==> src/rtl/uart_pkg.sv <==
// ---------------------------------------------------------------------------
// uart_pkg
//   Shared definitions for the UART blocks (receiver, baud clock generator,
//   future transmitter).
//
//   Contents:
//     UART_SAMPLING_DELAY_W   width of the sampling-delay (clocks per bit) bus
//     UART_MIN_SAMPLING_DELAY smallest usable bit period in system clocks
//     UART_DEFAULT_DATA_BITS  default data bits per frame
//     rx_state_e              receiver FSM state encoding
//     clamp_sampling_delay()  raises a requested bit period to the minimum
// ---------------------------------------------------------------------------
package uart_pkg;

  localparam int UART_SAMPLING_DELAY_W   = 32;
  localparam int UART_MIN_SAMPLING_DELAY = 2;
  localparam int UART_DEFAULT_DATA_BITS  = 8;

  typedef enum logic [2:0] {
    IDLE  = 3'd0,
    START = 3'd1,
    DATA  = 3'd2,
    STOP  = 3'd3,
    BREAK = 3'd4
  } rx_state_e;

  // A bit period below two clocks leaves no room for a half-bit offset, so
  // smaller requests are raised to the minimum.
  function automatic logic [UART_SAMPLING_DELAY_W-1:0] clamp_sampling_delay(
    input logic [UART_SAMPLING_DELAY_W-1:0] n
  );
    logic [UART_SAMPLING_DELAY_W-1:0] min_n;
    min_n = UART_SAMPLING_DELAY_W'(UART_MIN_SAMPLING_DELAY);
    return (n < min_n) ? min_n : n;
  endfunction

endpackage

==> src/rtl/uart_rx_if.sv <==
// ---------------------------------------------------------------------------
// uart_rx_if
//   Signal bundle between the RX pad / host register side and uart_rx.
//
//   Signals:
//     I_sampling_delay  system clocks per bit period (N), unsigned
//     I_rx              serial input, idle high, asynchronous
//     O_data            last correctly framed word
//     O_valid           one-cycle pulse: O_data updated
//     O_frame_err       one-cycle pulse: stop bit sampled low
//     O_busy            high while the receiver is not idle
//     dbg_state         receiver FSM state, for observation only
//
//   Handshake: O_valid and O_frame_err are single-cycle strobes with no
//   ready/back-pressure; the consumer must capture O_data in the cycle
//   O_valid is high. O_data holds its value until the next good frame.
//
//   Modports:
//     master  drives the line and bit period, observes results (host / bench)
//     slave   the receiver itself
// ---------------------------------------------------------------------------
interface uart_rx_if
  import uart_pkg::*;
#(
  parameter int DATA_BITS = UART_DEFAULT_DATA_BITS
) ();

  logic [UART_SAMPLING_DELAY_W-1:0] I_sampling_delay;
  logic                             I_rx;
  logic [DATA_BITS-1:0]             O_data;
  logic                             O_valid;
  logic                             O_frame_err;
  logic                             O_busy;
  rx_state_e                        dbg_state;

  modport master (
    output I_sampling_delay,
    output I_rx,
    input  O_data,
    input  O_valid,
    input  O_frame_err,
    input  O_busy,
    input  dbg_state
  );

  modport slave (
    input  I_sampling_delay,
    input  I_rx,
    output O_data,
    output O_valid,
    output O_frame_err,
    output O_busy,
    output dbg_state
  );

endinterface

==> src/rtl/uart_sync.sv <==
// ---------------------------------------------------------------------------
// uart_sync
//   Multi-flop synchroniser for an asynchronous pad input (RX, CTS, ...).
//   Flops reset to 1 so an idle-high UART line never shows a false start
//   edge while coming out of reset.
//
//   Ports:
//     I_clk    system clock, rising edge
//     I_reset  asynchronous, active-high reset (all stages load 1)
//     I_async  asynchronous input
//     O_sync   synchronised output, STAGES clocks behind I_async
// ---------------------------------------------------------------------------
module uart_sync #(
  parameter int STAGES = 2
) (
  input  logic I_clk,
  input  logic I_reset,
  input  logic I_async,
  output logic O_sync
);

  logic [STAGES-1:0] sync_ff;

  // Shift toward the MSB; the MSB is the most-settled stage.
  always_ff @(posedge I_clk or posedge I_reset) begin
    if (I_reset) begin
      sync_ff <= '1;
    end else begin
      sync_ff <= STAGES'({sync_ff, I_async});
    end
  end

  assign O_sync = sync_ff[STAGES-1];

endmodule

==> src/rtl/uart_rx.sv <==
// ---------------------------------------------------------------------------
// uart_rx
//   8N1-style UART receiver running directly on the system clock. Detects
//   the start bit, samples each bit at its middle and delivers the word
//   LSB first.
//
//   Ports:
//     I_clk    system clock, rising edge
//     I_reset  asynchronous, active-high reset
//     bus      uart_rx_if.slave: I_sampling_delay, I_rx in;
//              O_data, O_valid, O_frame_err, O_busy, dbg_state out
//
//   Timing, relative to the synchronised line rx_s, with t0 the edge on
//   which IDLE sees rx_s low, Nl the latched (clamped) bit period and
//   H = Nl/2:
//     start bit checked at t0+H
//     data bit i sampled at t0+H+(i+1)*Nl
//     stop bit sampled at t0+H+(DATA_BITS+1)*Nl
//   The receiver is back in IDLE half a bit before the stop bit ends, so a
//   start bit directly following the stop bit is caught.
// ---------------------------------------------------------------------------
module uart_rx
  import uart_pkg::*;
#(
  parameter int DATA_BITS   = UART_DEFAULT_DATA_BITS,
  parameter int SYNC_STAGES = 2
) (
  input  logic     I_clk,
  input  logic     I_reset,
  uart_rx_if.slave bus
);

  localparam int SD_W  = UART_SAMPLING_DELAY_W;
  localparam int IDX_W = (DATA_BITS > 1) ? $clog2(DATA_BITS) : 1;
  localparam logic [IDX_W-1:0] LAST_IDX = IDX_W'(DATA_BITS - 1);

  // -------------------------------------------------------------------------
  // Line synchroniser
  // -------------------------------------------------------------------------
  logic rx_s;

  uart_sync #(
    .STAGES (SYNC_STAGES)
  ) u_sync (
    .I_clk   (I_clk),
    .I_reset (I_reset),
    .I_async (bus.I_rx),
    .O_sync  (rx_s)
  );

  // -------------------------------------------------------------------------
  // State and datapath registers
  // -------------------------------------------------------------------------
  rx_state_e            state_q,   state_d;
  logic [SD_W-1:0]      cnt_q,     cnt_d;
  logic [SD_W-1:0]      nl_q,      nl_d;     // latched bit period
  logic [SD_W-1:0]      h_q,       h_d;      // latched half bit period
  logic [IDX_W-1:0]     idx_q,     idx_d;    // data bit being received
  logic [DATA_BITS-1:0] shreg_q,   shreg_d;
  logic [DATA_BITS-1:0] data_q,    data_d;
  logic                 valid_q,   valid_d;
  logic                 ferr_q,    ferr_d;

  logic [SD_W-1:0]      nl_req;              // clamped request, used at start

  assign nl_req = clamp_sampling_delay(bus.I_sampling_delay);

  // -------------------------------------------------------------------------
  // Next-state and datapath logic
  // -------------------------------------------------------------------------
  always_comb begin
    state_d = state_q;
    cnt_d   = cnt_q;
    nl_d    = nl_q;
    h_d     = h_q;
    idx_d   = idx_q;
    shreg_d = shreg_q;
    data_d  = data_q;
    valid_d = 1'b0;
    ferr_d  = 1'b0;

    unique case (state_q)
      IDLE: begin
        cnt_d = '0;
        if (!rx_s) begin
          // Bit period is frozen here so mid-frame changes of the
          // requested delay only affect the next frame.
          state_d = START;
          nl_d    = nl_req;
          h_d     = nl_req >> 1;
        end
      end

      START: begin
        if (cnt_q == h_q - SD_W'(1)) begin
          cnt_d = '0;
          if (!rx_s) begin
            state_d = DATA;
            idx_d   = '0;
          end else begin
            // Line went back high before mid start bit: a glitch.
            state_d = IDLE;
          end
        end else begin
          cnt_d = cnt_q + SD_W'(1);
        end
      end

      DATA: begin
        if (cnt_q == nl_q - SD_W'(1)) begin
          cnt_d   = '0;
          // LSB arrives first, so new bits enter at the top and move down.
          shreg_d = DATA_BITS'({rx_s, shreg_q} >> 1);
          if (idx_q == LAST_IDX) begin
            state_d = STOP;
          end else begin
            idx_d = idx_q + IDX_W'(1);
          end
        end else begin
          cnt_d = cnt_q + SD_W'(1);
        end
      end

      STOP: begin
        if (cnt_q == nl_q - SD_W'(1)) begin
          cnt_d = '0;
          if (rx_s) begin
            data_d  = shreg_q;
            valid_d = 1'b1;
            state_d = IDLE;
          end else begin
            ferr_d  = 1'b1;
            state_d = BREAK;
          end
        end else begin
          cnt_d = cnt_q + SD_W'(1);
        end
      end

      BREAK: begin
        // Hold off until the line is released so a stuck-low line does not
        // look like an endless stream of start bits.
        cnt_d = '0;
        if (rx_s) begin
          state_d = IDLE;
        end
      end

      default: begin
        state_d = IDLE;
        cnt_d   = '0;
      end
    endcase
  end

  // -------------------------------------------------------------------------
  // State register
  // -------------------------------------------------------------------------
  always_ff @(posedge I_clk or posedge I_reset) begin
    if (I_reset) begin
      state_q <= IDLE;
    end else begin
      state_q <= state_d;
    end
  end

  // -------------------------------------------------------------------------
  // Datapath registers
  // -------------------------------------------------------------------------
  always_ff @(posedge I_clk or posedge I_reset) begin
    if (I_reset) begin
      cnt_q   <= '0;
      nl_q    <= SD_W'(UART_MIN_SAMPLING_DELAY);
      h_q     <= SD_W'(UART_MIN_SAMPLING_DELAY / 2);
      idx_q   <= '0;
      shreg_q <= '0;
      data_q  <= '0;
      valid_q <= 1'b0;
      ferr_q  <= 1'b0;
    end else begin
      cnt_q   <= cnt_d;
      nl_q    <= nl_d;
      h_q     <= h_d;
      idx_q   <= idx_d;
      shreg_q <= shreg_d;
      data_q  <= data_d;
      valid_q <= valid_d;
      ferr_q  <= ferr_d;
    end
  end

  // -------------------------------------------------------------------------
  // Outputs
  // -------------------------------------------------------------------------
  assign bus.O_data      = data_q;
  assign bus.O_valid     = valid_q;
  assign bus.O_frame_err = ferr_q;
  assign bus.O_busy      = (state_q != IDLE);
  assign bus.dbg_state   = state_q;

endmodule

==> src/flat_wrapper.sv <==
// flat-port wrapper written by rule: the top's interface ports become plain ports
module uart_rx_flat import uart_pkg::*;
#(
  parameter int DATA_BITS   = UART_DEFAULT_DATA_BITS,
  parameter int SYNC_STAGES = 2
)
  (I_clk, I_reset, bus_I_sampling_delay, bus_I_rx, bus_O_data, bus_O_valid, bus_O_frame_err, bus_O_busy, bus_dbg_state);
  uart_rx_if #(.DATA_BITS(DATA_BITS)) bus_i ();
  input  logic I_clk;
  input  logic I_reset;
  input wire logic [$bits(bus_i.I_sampling_delay)-1:0] bus_I_sampling_delay;
  input wire logic [$bits(bus_i.I_rx)-1:0] bus_I_rx;
  output wire logic [$bits(bus_i.O_data)-1:0] bus_O_data;
  output wire logic [$bits(bus_i.O_valid)-1:0] bus_O_valid;
  output wire logic [$bits(bus_i.O_frame_err)-1:0] bus_O_frame_err;
  output wire logic [$bits(bus_i.O_busy)-1:0] bus_O_busy;
  output wire logic [$bits(bus_i.dbg_state)-1:0] bus_dbg_state;
  assign bus_i.I_sampling_delay = bus_I_sampling_delay;
  assign bus_i.I_rx = bus_I_rx;
  assign bus_O_data = bus_i.O_data;
  assign bus_O_valid = bus_i.O_valid;
  assign bus_O_frame_err = bus_i.O_frame_err;
  assign bus_O_busy = bus_i.O_busy;
  assign bus_dbg_state = bus_i.dbg_state;
  uart_rx #(.DATA_BITS(DATA_BITS), .SYNC_STAGES(SYNC_STAGES)) u_core (.I_clk(I_clk), .I_reset(I_reset), .bus(bus_i));
endmodule
==> config.mk <==
export PLATFORM = sky130hd
export DESIGN_NAME = uart_rx_flat
export DESIGN_NICKNAME = d
export VERILOG_FILES = /design/src/rtl/uart_pkg.sv /design/src/rtl/uart_rx_if.sv /design/src/rtl/uart_sync.sv /design/src/rtl/uart_rx.sv /design/src/flat_wrapper.sv
export SDC_FILE = /design/constraint.sdc
export NUM_CORES = 1
export LEC_CHECK = 0
export BUFFER_PORTS_ARGS = -buffer_cell sky130_fd_sc_hd__buf_2
export CORE_ASPECT_RATIO = 0.6
export CORE_MARGIN = 1.5
export CORE_UTILIZATION = 40
export DETAILED_ROUTE_END_ITERATION = 16
export SLEW_MARGIN = 0
export SYNTH_ARGS = -nofsm -noshare
export SYNTH_HDL_FRONTEND = slang
export SYNTH_HIERARCHICAL = 1
export SYNTH_SLANG_ARGS = --single-unit
==> constraint.sdc <==
create_clock -name I_clk -period 5.6 [get_ports I_clk]
set_input_delay 0.84 -clock I_clk [delete_from_list [all_inputs] [get_ports I_clk]]
set_output_delay 0.84 -clock I_clk [all_outputs]
set_load 0.05 [all_outputs]
== Word level (Yosys, flattened, before mapping) ==
Cells that the tools add are included.

* Register bits: 121

* Bitwise operators: 1
* Magnitude comparators: 1
* Reductions and logical operators: 9
* Multiplexer cells: 24
* Equality and inequality tests: 15
* $add $sub $neg: 4

{| class="wikitable"
|+ Operator list
! kind !! number
|-
| two-way mux 32 bit || 3
|-
| equality test 32 bit || 2
|-
| one-hot mux 32 bit (2 select lines) || 1
|-
| two-way mux 3 bit || 11
|-
| adder 32 x 1 -> 32 bit (second input constant) || 1
|-
| less-than comparator 32 x 2 -> 1 bit (second input constant) || 1
|-
| subtractor 31 x 1 -> 32 bit (second input constant) || 1
|-
| subtractor 32 x 1 -> 32 bit (second input constant) || 1
|-
| one-hot mux 3 bit (5 select lines) || 1
|-
| != test 2 x 1 -> 1 bit (second input constant) || 4
|-
| != test 2 bit (second input constant) || 4
|-
| equality test 3 x 2 -> 1 bit (second input constant) || 2
|-
| equality test 3 bit (second input constant) || 2
|-
| two-way mux 1 bit || 6
|-
| one-hot mux 3 bit (2 select lines) || 1
|-
| AND reduction 6 bit || 1
|-
| AND reduction 5 bit || 1
|-
| AND reduction 2 bit || 2
|-
| adder 3 x 1 -> 3 bit (second input constant) || 1
|-
| equality test 3 x 1 -> 1 bit (second input constant) || 1
|-
| zero test 3 bit || 1
|-
| AND reduction 3 bit || 1
|-
| nonzero test 3 bit || 1
|-
| two-way mux 2 bit || 1
|-
| other kinds (3) || 3
|}

== Longest topological paths before layout ==
* Depth in word-level cells: 4
* Mapped depth: 13
* Mapped depth without buffers: 10

== By module ==
Netlist, hierarchy kept.

{| class="wikitable"
|+ Modules (own cells, without submodules)
! module !! seq. area each (um^2) !! times used !! cells each !! area an instance (um^2)
|-
| uart_rx || 2,203.4 || 1 || 700 || 6,351.1
|-
| uart_sync || 52.6 || 1 || 3 || 56.3
|}

== Least setup slack after synthesis ==
No wires, ideal clock.

* Path type: reg-to-reg
* Start point: register u_core.nl_q[2]
* End point: register u_core.data_q[0], in the netlist u_core/bus.O_data[0]
* Path slack: 1.603 ns
* Library setup time: 0.125 ns
* Clock period less this slack: 3.997 ns
* Cell stages (with the launch flop): 12
* Arrival: 3.872 ns
* Path buffers: 1
* Data required time: 5.475 ns
* Cells stage by stage: dfrtp_1 -> inv_1 -> ha_1 -> clkbuf_1 -> or4b_2 -> nor3_1 -> and4b_1 -> mux2i_1 -> or4_1 -> or4_4 -> nor3_4 -> mux2_2

* Longest elaborated chain between the ends: 3

{| class="wikitable"
|+ Ends and longest elaborated chain
! element !! line !! text
|-
| start, declared || uart_rx.sv:56 || <nowiki>logic [SD_W-1:0] nl_q, nl_d;</nowiki>
|-
| start signal, assigned || uart_rx.sv:173 || <nowiki>nl_q <= SD_W'(UART_MIN_SAMPLING_DELAY);</nowiki>
|-
| start signal, assigned || uart_rx.sv:182 || <nowiki>nl_q <= nl_d;</nowiki>
|-
| subtractor 32 x 1 -> 32 bit || uart_rx.sv:125 || <nowiki>if (cnt_q == nl_q - SD_W'(1)) begin</nowiki>
|-
| equality test 32 bit || uart_rx.sv:125 ||
|-
| AND reduction 3 bit (no line) || - ||
|-
| end signal, assigned || uart_rx.sv:186 || <nowiki>data_q <= data_d;</nowiki>
|-
| end, declared || uart_rx.sv:60 || <nowiki>logic [DATA_BITS-1:0] data_q, data_d;</nowiki>
|}

No other way between the ends.
A chain may end at the register's enable or synchronous reset.

== Worst setup path in the final report ==
* Start point: register u_core.nl_q[2]
* End point: register u_core.data_q[1], in the netlist u_core/bus.O_data[1]

The elaborated chain is that of the path after synthesis.

==> key figures <==
Pwr
  – Peak supply drop: 0.162 mV
  – Cell area power density: 207 mW/mm^2
  – Leak pwr: 2.75 nW

Global route
  – Largest net degree at the start of global routing: 46
  – Met1 usage: 38.8%
  – Via count of the first global-routing pass: 5,219
  – GRT busiest layer: met1
  – Global-route wire length before repair: 30.6 mm
  – Met2 Resource Use GR: 32.0%
  – GRT overflow: 0
  – Antenna violations before repair: 0
  – Routing usage on met3: 6.01%
  – GRT Util Overall: 24.2%

Critical path
  – Crit-path cells: inv_1, ha_1, or4b_2, nor3_1, and4b_1, mux2i_1, or4_1, or4_4, nor3_4, mux2_2
  – Reg-to-reg startpoint: u_core/nl_q[2]
  – Crit path DAT: 4720 ps
  – Crit path buffers/inverters: 1
  – Critical Path Fanout Max: 10
  – Reg2Reg Capture Point: u_core/bus.O_data[1]
  – R2R Setup Slk: 1110 ps
  – Crit path capture type: flip-flop
  – Slowest stage delay, CP: 650 ps
  – Reg2reg path depth: 10
  – Slowest stage cell on the critical path: or4b_2
  – Crit path kind: reg -> reg
  – Startpoint types: flip-flop
  – Crit-path leading delay family: simple AND/OR/NAND/NOR gates
  – Required @ worst endpoint: 5830 ps

Clocking
  – CTS tree: yes
  – Worst-Skew Late Latency: 340 ps
  – Worst-path clk slew: 70 ps
  – Clk sink count: 90
  – Clock buffer count from CTS: 9
  – Post-CTS Setup Repair Bufs: 0
  – CTS max path bufs: 2
  – H-Tree Depth: 3
  – Post_cts resized: 0
  – Root Buffer: clkbuf_16
  – Hold_buf cts: 0

Min path
  – HP Start: u_core/u_sync/sync_ff[0]
  – End of the worst hold path: u_core/u_sync/sync_ff[1]
  – Hold Path Depth: 0
  – HP Class: reg -> reg

Logic synthesis
  – Area contributors post-synth: dfrtp_1 (34%), xnor2_1 (9.4%), mux2_2 (7.6%)
  – Commonest register cell after synthesis: dfrtp_1
  – Seq/Total Area, Yosys: 35.2%
  – Post-synthesis register bit count: 90
  – Mapped Area: 0.00641 sq mm
  – Ys async rst share: 100%
  – Yosys warns: 6
  – Syn avg cell area: 9.11 sq um
  – Post-synth EDFFs: 0
  – Mapped Cells: 703
  – Post-synth top area share: 34.0%
  – Distinct cell type count after synthesis: 63
  – Area leader, netlist: dfrtp_1
  – Syn nets: 743

Layout
  – Commonest non-fill, non-tap cell in the layout: dfrtp_1
  – Final net count: 749
  – # diodes: 0
  – Most frequent cells in the layout: dfrtp_1 (87), xnor2_1 (69), buf_2 (48)
  – Final std cells w/o fill: 917
  – Synthesis-to-finish area growth: 9.55%
  – Share of layout cells above drive strength 1: 19.0%
  – Post-Route Utilization: 45.3%

STA
  – Tightest Pin Transition: 1200 ps
  – Layout Skew: 9.47 ps
  – Final setup TNS: 0 ps
  – RSZ-0062 raised after global routing: false
  – Final Hold Viols: 0
  – Final setup viols: 0
  – Final Max Tran Viols: 0
  – Highest clock rate: 0.222 GHz
  – Hold Slack: 359 ps
  – Final period demand of the worst path: 4490 ps
  – Slew HR: 19.1%
  – Tcrit/Tclk final: 80.3%

Placement
  – Routability cong.: 0.958
  – Port bufs: 48
  – Placed cell count: 901
  – Final HPWL DP: 15.0 mm

Die
  – FP Rows: 35
  – Die width: 166 microns
  – I/O pins: 49
  – Die outline height: 101 microns
  – Initial Util: 41.3%
  – Die ar.: 0.0168 sq mm
  – Core Area: 0.0155 sq mm

Drt
  – DRT Pass-1 Iters: 13
  – Final ANT Viol Nets: 0
  – DRC viols: 6
  – WL/cell: 21.5 microns
  – Drt via density: 5.98
  – Vias: 5,486
  – Drt total wl: 19.7 mm
  – Iter 0 DRT Violations: 464

Run
  – Max Cap Viol: 0

Outcome
  – Failing checks: design-rule violations
  – Status: complete, but fails checks
==> layout make-up <==
class	count	area, sq um
clock inverters	7	73.8
fillers	1529	8480
well taps	203	254
inverters	12	46.3
repair buffers	56	300
clock buffers	9	225
multi-input cells	540	3860
flip-flops and latches	90	2260
==> flip-flops by register name, indices dropped and copies added (netlist names) <==
| signal | count |
|---|---|
| u_core/cnt_q | 32 |
| u_core/bus.dbg_state | 3 |
| u_core/shreg_q | 8 |
| u_core/bus.O_valid | 1 |
| u_core/idx_q | 3 |
| u_core/bus.O_data | 8 |
| u_core/bus.O_frame_err | 1 |
| u_core/h_q | 1 |
| u_core/u_sync/sync_ff | 2 |
| u_core/nl_q | 31 |
==> metal layers <==
layer | up-vias | routed length, microns
met5 | - | 0
met4 | 0 | 116
met3 | 14 | 1850
met2 | 226 | 7390
met1 | 2667 | 10300
li1 | 2579 | -
==> worst max path at each step <==
stage	cells after the start	endpoint	from
3_5_place_dp	10	u_core/bus.O_data[1]	u_core/nl_q[2]
6_report	10	u_core/bus.O_data[1]	u_core/nl_q[2]
5_1_grt	10	u_core/bus.O_data[1]	u_core/nl_q[2]
4_1_cts	10	u_core/bus.O_data[1]	u_core/nl_q[2]
3_3_place_gp	10	u_core/bus.O_data[1]	u_core/nl_q[2]
2_1_floorplan	11	u_core/bus.O_data[0]	u_core/nl_q[2]
==> synth_stat cells (5+ instances only) <==
cell type / instances
dfrtp_1: 87
xnor2_1: 69
xor2_1: 47
clkbuf_1: 46
mux2_2: 43
nand2_1: 43
nor4_1: 38
nor2_1: 33
a211oi_1: 30
nor3_1: 29
nand3_1: 22
nand4_1: 20
a21oi_1: 18
and3_1: 14
o21ai_0: 13
or3_1: 12
inv_1: 11
or4_1: 11
nand2b_1: 9
buf_2: 7
buf_1: 6
and2_1: 5
and4_1: 5
ha_1: 5
nor2b_1: 5
==> power by group <==
part | internal, mW | leakage, nW | switching, mW
clock | 0.350 | 0.147 | 0.275
sequential | 0.663 | 1.16 | 0.0368
combinational | 0.0563 | 1.45 | 0.0735
total | 1.07 | 2.75 | 0.386
==> cells by family after synthesis <==
| kind of cell | synth area share (%) |
|---|---|
| and+or+nand+nor | 25.0 |
| xor gates and xnor gates | 15.9 |
| AOI/OAI and AO/OA | 10.1 |
| DFF | 35.2 |
| buffers and inverters | 4.65 |
| muxes | 8.18 |
| adders and majority gates | 0.976 |
==> metrics by stage <==
stage,area [sq um],setup WS (ps),power [mW]
after floorplan,6410,1600,0.789
after global placement,6720,1380,0.834
after detailed placement,6720,1180,0.838
after CTS,7020,1170,1.47
after global routing,7020,963,1.52
final,7020,1110,1.45
Note: power is estimated with default switching activity, not from simulation.
